`config.mk`:
```
export PLATFORM = sky130hd
export DESIGN_NAME = msrv32_integer_file_flat
export DESIGN_NICKNAME = d
export VERILOG_FILES = /design/src/rtl/msrv32_integer_file_if.sv /design/src/rtl/msrv32_integer_file.sv /design/src/flat_wrapper.sv
export SDC_FILE = /design/constraint.sdc
export NUM_CORES = 2
export LEC_CHECK = 0
export ABC_CLOCK_PERIOD_IN_PS = 40700
export BUFFER_PORTS_ARGS = -buffer_cell sky130_fd_sc_hd__buf_4
export CAP_MARGIN = 20
export CORE_MARGIN = 2
export CORE_UTILIZATION = 58
export DETAILED_ROUTE_END_ITERATION = 6
export MAX_ROUTING_LAYER = met4
export PLACE_DENSITY = 0.8
export SYNTH_ARGS = -nofsm -noshare
export SYNTH_HDL_FRONTEND = slang
export SYNTH_SLANG_ARGS = --single-unit
```
`constraint.sdc`:
```
create_clock -name ms_riscv32_mp_clk_in -period 40.7 [get_ports ms_riscv32_mp_clk_in]
set_input_delay 8.14 -clock ms_riscv32_mp_clk_in [delete_from_list [all_inputs] [get_ports ms_riscv32_mp_clk_in]]
set_output_delay 8.14 -clock ms_riscv32_mp_clk_in [all_outputs]
set_load 0.01 [all_outputs]
```
`src/rtl/msrv32_integer_file_if.sv`:
```
// msrv32_integer_file_if: read/write port bundle for the integer register file
interface msrv32_integer_file_if #(
  parameter int XLEN = 32,
  parameter int AW = 5
) ();
  logic [AW-1:0] rs_1_addr_in;
  logic [AW-1:0] rs_2_addr_in;
  logic [AW-1:0] rd_addr_in;
  logic wr_en_in;
  logic [XLEN-1:0] rd_in;
  logic [XLEN-1:0] rs_1_out;
  logic [XLEN-1:0] rs_2_out;
  modport master (
    output rs_1_addr_in, rs_2_addr_in, rd_addr_in, wr_en_in, rd_in,
    input rs_1_out, rs_2_out
  );
  modport slave (
    input rs_1_addr_in, rs_2_addr_in, rd_addr_in, wr_en_in, rd_in,
    output rs_1_out, rs_2_out
  );
endinterface

```
`src/rtl/msrv32_integer_file.sv`:
```
// msrv32_integer_file: 2-read/1-write integer register file with write-through bypass and hardwired x0
module msrv32_integer_file #(
  parameter int XLEN = 32,
  parameter int NREGS = 32
) (
  input logic ms_riscv32_mp_clk_in,
  input logic ms_riscv32_mp_rst_in,
  msrv32_integer_file_if.slave rf
);
  logic [XLEN-1:0] regs [NREGS];
  // commit write-back data on the edge; reset wipes every register at once and x0 never takes a write
  always_ff @(posedge ms_riscv32_mp_clk_in or posedge ms_riscv32_mp_rst_in)
    if (ms_riscv32_mp_rst_in)
      for (int i = 0; i < NREGS; i++) regs[i] <= '0;
    else if (rf.wr_en_in && rf.rd_addr_in != '0)
      regs[rf.rd_addr_in] <= rf.rd_in;
  // combinational reads: reset and x0 force zero, a same-cycle write to the read index is forwarded
  always_comb begin
    rf.rs_1_out = (ms_riscv32_mp_rst_in || rf.rs_1_addr_in == '0) ? '0 :
                  (rf.wr_en_in && rf.rs_1_addr_in == rf.rd_addr_in) ? rf.rd_in : regs[rf.rs_1_addr_in];
    rf.rs_2_out = (ms_riscv32_mp_rst_in || rf.rs_2_addr_in == '0) ? '0 :
                  (rf.wr_en_in && rf.rs_2_addr_in == rf.rd_addr_in) ? rf.rd_in : regs[rf.rs_2_addr_in];
  end
endmodule

```
`src/flat_wrapper.sv`:
```
// flat-port wrapper written by rule: the top's interface ports become plain ports
module msrv32_integer_file_flat 
#(
  parameter int XLEN = 32,
  parameter int NREGS = 32
)
  (ms_riscv32_mp_clk_in, ms_riscv32_mp_rst_in, rf_rs_1_addr_in, rf_rs_2_addr_in, rf_rd_addr_in, rf_wr_en_in, rf_rd_in, rf_rs_1_out, rf_rs_2_out);
  msrv32_integer_file_if #(.XLEN(XLEN), .AW(5)) rf_i ();
  input logic ms_riscv32_mp_clk_in;
  input logic ms_riscv32_mp_rst_in;
  input wire logic [$bits(rf_i.rs_1_addr_in)-1:0] rf_rs_1_addr_in;
  input wire logic [$bits(rf_i.rs_2_addr_in)-1:0] rf_rs_2_addr_in;
  input wire logic [$bits(rf_i.rd_addr_in)-1:0] rf_rd_addr_in;
  input wire logic [$bits(rf_i.wr_en_in)-1:0] rf_wr_en_in;
  input wire logic [$bits(rf_i.rd_in)-1:0] rf_rd_in;
  output wire logic [$bits(rf_i.rs_1_out)-1:0] rf_rs_1_out;
  output wire logic [$bits(rf_i.rs_2_out)-1:0] rf_rs_2_out;
  assign rf_i.rs_1_addr_in = rf_rs_1_addr_in;
  assign rf_i.rs_2_addr_in = rf_rs_2_addr_in;
  assign rf_i.rd_addr_in = rf_rd_addr_in;
  assign rf_i.wr_en_in = rf_wr_en_in;
  assign rf_i.rd_in = rf_rd_in;
  assign rf_rs_1_out = rf_i.rs_1_out;
  assign rf_rs_2_out = rf_i.rs_2_out;
  msrv32_integer_file #(.XLEN(XLEN), .NREGS(NREGS)) u_core (.ms_riscv32_mp_clk_in(ms_riscv32_mp_clk_in), .ms_riscv32_mp_rst_in(ms_riscv32_mp_rst_in), .rf(rf_i));
endmodule
```
==> out/metrics.yaml <==
placed_design:
  dp_hpwl_mm: 99.95
  gp_congestion: 0.8960
  place_ws_ns: 20.49
  portBuffers: 113
clock_tree:
  cts_buffer_depth: 3
  cts.sink_count: 1024
  post_cts_buffers: 0
  cts_tree: "built"
  cts_resized: 0
  clock_latency_ns: 0.69
  cts_inserted_buffers: 102
  ctsHoldBuffers: 0
  cts_max_level: 3
  cts.clk_slew.worst_paths_ns: 0.06
  root_buffer: "clkbuf_16"
floorplan:
  die_w_um: 313.5
  pin_count: 114
  start_util_pct: 58.49
  die_area_um2: 98310
  rows: 113
  die_h_um: 313.5
  fp.coreArea_um2: 95010
critical_path:
  max_stage_delay_ns: 1.01
  crit_required_ns: 32.56
  crit_path_end_kind: "output port"
  arrival_ns: 12.42
  crit_fanout: 144
  slowest_stage: "o32ai_1"
  critPathLaunchType: "input pin"
  critPathKind: "in2out"
  path_cells: "buf_8 > buf_12 > buf_4 > mux2i_1 > a22oi_1 > a21oi_1 > o32ai_1 > buf_4"
  cp_common_cell: "buf_4"
yosys:
  yosysTopAreaCell: "dfrtp_1"
  synth_area_leaders: "dfrtp_1, mux2_2, mux4_2"
  synth_most_common_cell: "dfrtp_1"
  synthArstFlopShare_pct: 100.0
  ys_seq_area_share_pct: 46.11
  netlist_area_um2: 55570
  synth_common_cells: "dfrtp_1, mux2_2, o21ai_0"
  avgSynthCellArea_um2: 12.79
  synth_top_area_share_pct: 46.11
  ys_ff_latch: 1024
  syn_nets: 4396
  synthDistinctLibCells: 50
  synth_edf_count: 0
  synth_cells: 4346
  yosysWarnings: 0
  yosys_most_used_dff: "dfrtp_1"
sta:
  fmax_mhz: 48.65
  tightestPinTransition_ns: 1.248
  tns_ns: 0
  clock_skew_ns: 0
  setup_viol: 0
  rsz0062_at_grt: "no"
  final_max_slew_viol_count: 0
  finalHoldViolations: 0
  period_minus_slack_ns: 20.56
  fin_ws_ns: 20.14
  period_share_pct: 50.51
  slew_headroom_pct: 16.81
global_route:
  antenna_found_initial: 16
  grt_max_degree: 163
  first_global_vias: 40350
  grt-ovfl-total: 0
  grt_pass1_wl_mm: 259.3
  grt.total_usage_pct: 36.55
detailed_routing:
  first_pass_iters: 6
  ant_nets: 0
  post_drt_wl_per_cell_um: 31.65
  drt_iter0_drc: 5648
  routed_wl_mm: 174.2
  avgViaCountPerCell: 7.291
  drcViolationCount: 0
  vias: 40120
worst_hold_path:
  hp-class: "reg2reg"
final_layout:
  regMostFlops: "u_core.regs"
  area_growth_pct: 7.700
  fillers: 6869
  drive_gt1_share_pct: 36.28
  largest_reg_flops: 1024
  fin_nets: 4194
  top_regs: "u_core.regs: 1024 flops"
  post-route-util_pct: 63.00
run:
  cap_viol_max_count: 0
power_and_ir_drop:
  leakagePower_nw: 26.11
  ir_worst_vdd_uv: 38.16
  p_per_area_nw_per_um2: 49.50
status:
  status: "complete, no violations"
==> worst paths after layout <==
kind / startpoint / to / slack (ns) / depth (start not counted)
max: rf_rs_1_addr_in[1] / rf_rs_1_out[16] / 20.14 / 8
min: u_core.regs[1018] / u_core.regs[1018] / 0.40 / 0
min in group asynchronous: ms_riscv32_mp_rst_in / u_core.regs[630] / 7.54 / 2
min reg2reg: u_core.regs[1018] / u_core.regs[1018] / 0.40 / 0
max in group asynchronous: ms_riscv32_mp_rst_in / u_core.regs[915] / 29.35 / 6
max reg2reg: u_core.regs[807] / u_core.regs[807] / 39.87 / 1
==> logic make-up after synthesis <==
logic type	count (synthesis)	synth area share, %
AO/OA/AOI/OAI	932	11.16
XOR/XNOR	10	0.1576
buffers and inverters	542	5.120
flip-flops	1024	46.11
multiplexers	1408	34.28
AND/OR/NAND/NOR	430	3.172
==> power breakdown <==
group | total, mW | switching [mW] | internal [mW]
Clock | 1.01 | 0.413 | 0.600
Sequential | 1.36 | 0.147 | 1.21
Combinational | 0.593 | 0.270 | 0.324
Total | 2.96 | 0.830 | 2.13
==> metrics by stage <==
step | power [mW] | hold slack, ns | cells | area [um^2]
global route | 3.067 | 0.4094 | 5502 | 59850
CTS | 2.947 | 0.4010 | 5484 | 59780
detailed placement | 1.943 | 0.3881 | 5304 | 56220
finish | 2.963 | 0.3993 | 5503 | 59850
floorplan | 1.788 | 0.4488 | 4346 | 55570
global placement | 1.905 | 0.3843 | 5304 | 56220
==> worst max-delay path: cells and delay by family <==
family	cells	cell delay, ns
buf+inv	4	2.39
compound gates	3	1.36
mux	1	0.20
==> final cells by class <==
| class | instances | area (um^2) | area share (%) |
|---|---|---|---|
| multi-input combinational | 2780 | 27290 | 45.60 |
| clock buffer | 138 | 2910 | 4.862 |
| clock inverter | 42 | 653.1 | 1.091 |
| inverter | 37 | 148.9 | 0.2488 |
| tap | 1265 | 1583 | 2.644 |
| sequential | 1024 | 25620 | 42.81 |
| antenna | 18 | 45.04 | 0.07526 |
| timing repair buffer | 199 | 1594 | 2.663 |
==> metal layers <==
| metal | part of all wire, % | GRT usage, % |
|---|---|---|
| met5 | 0 | - |
| met4 | 5.8 | 19.31 |
| met3 | 13 | 11.44 |
| met2 | 45 | 52.77 |
| met1 | 36 | 46.43 |
==> placed cells by master (no fill, tap or decap), types with 16 or more instances in the layout <==
cell / count
clkinv_2: 22
bufinv_16: 16
clkbuf_16: 104
diode_2: 18
nand2_2: 17
a2bb2oi_1: 16
inv_1: 34
a21oi_1: 80
buf_4: 190
o211ai_1: 64
dfrtp_1: 1024
clkbuf_8: 18
clkbuf_1: 16
nand2_1: 353
o22a_1: 64
mux2_2: 744
o21ai_0: 402
mux2i_1: 336
o32ai_1: 62
a22oi_1: 128
mux4_2: 316
o22ai_1: 48
nor2_4: 18
o221a_2: 37
No activity file was read; power rests on OpenSTA's default activity.
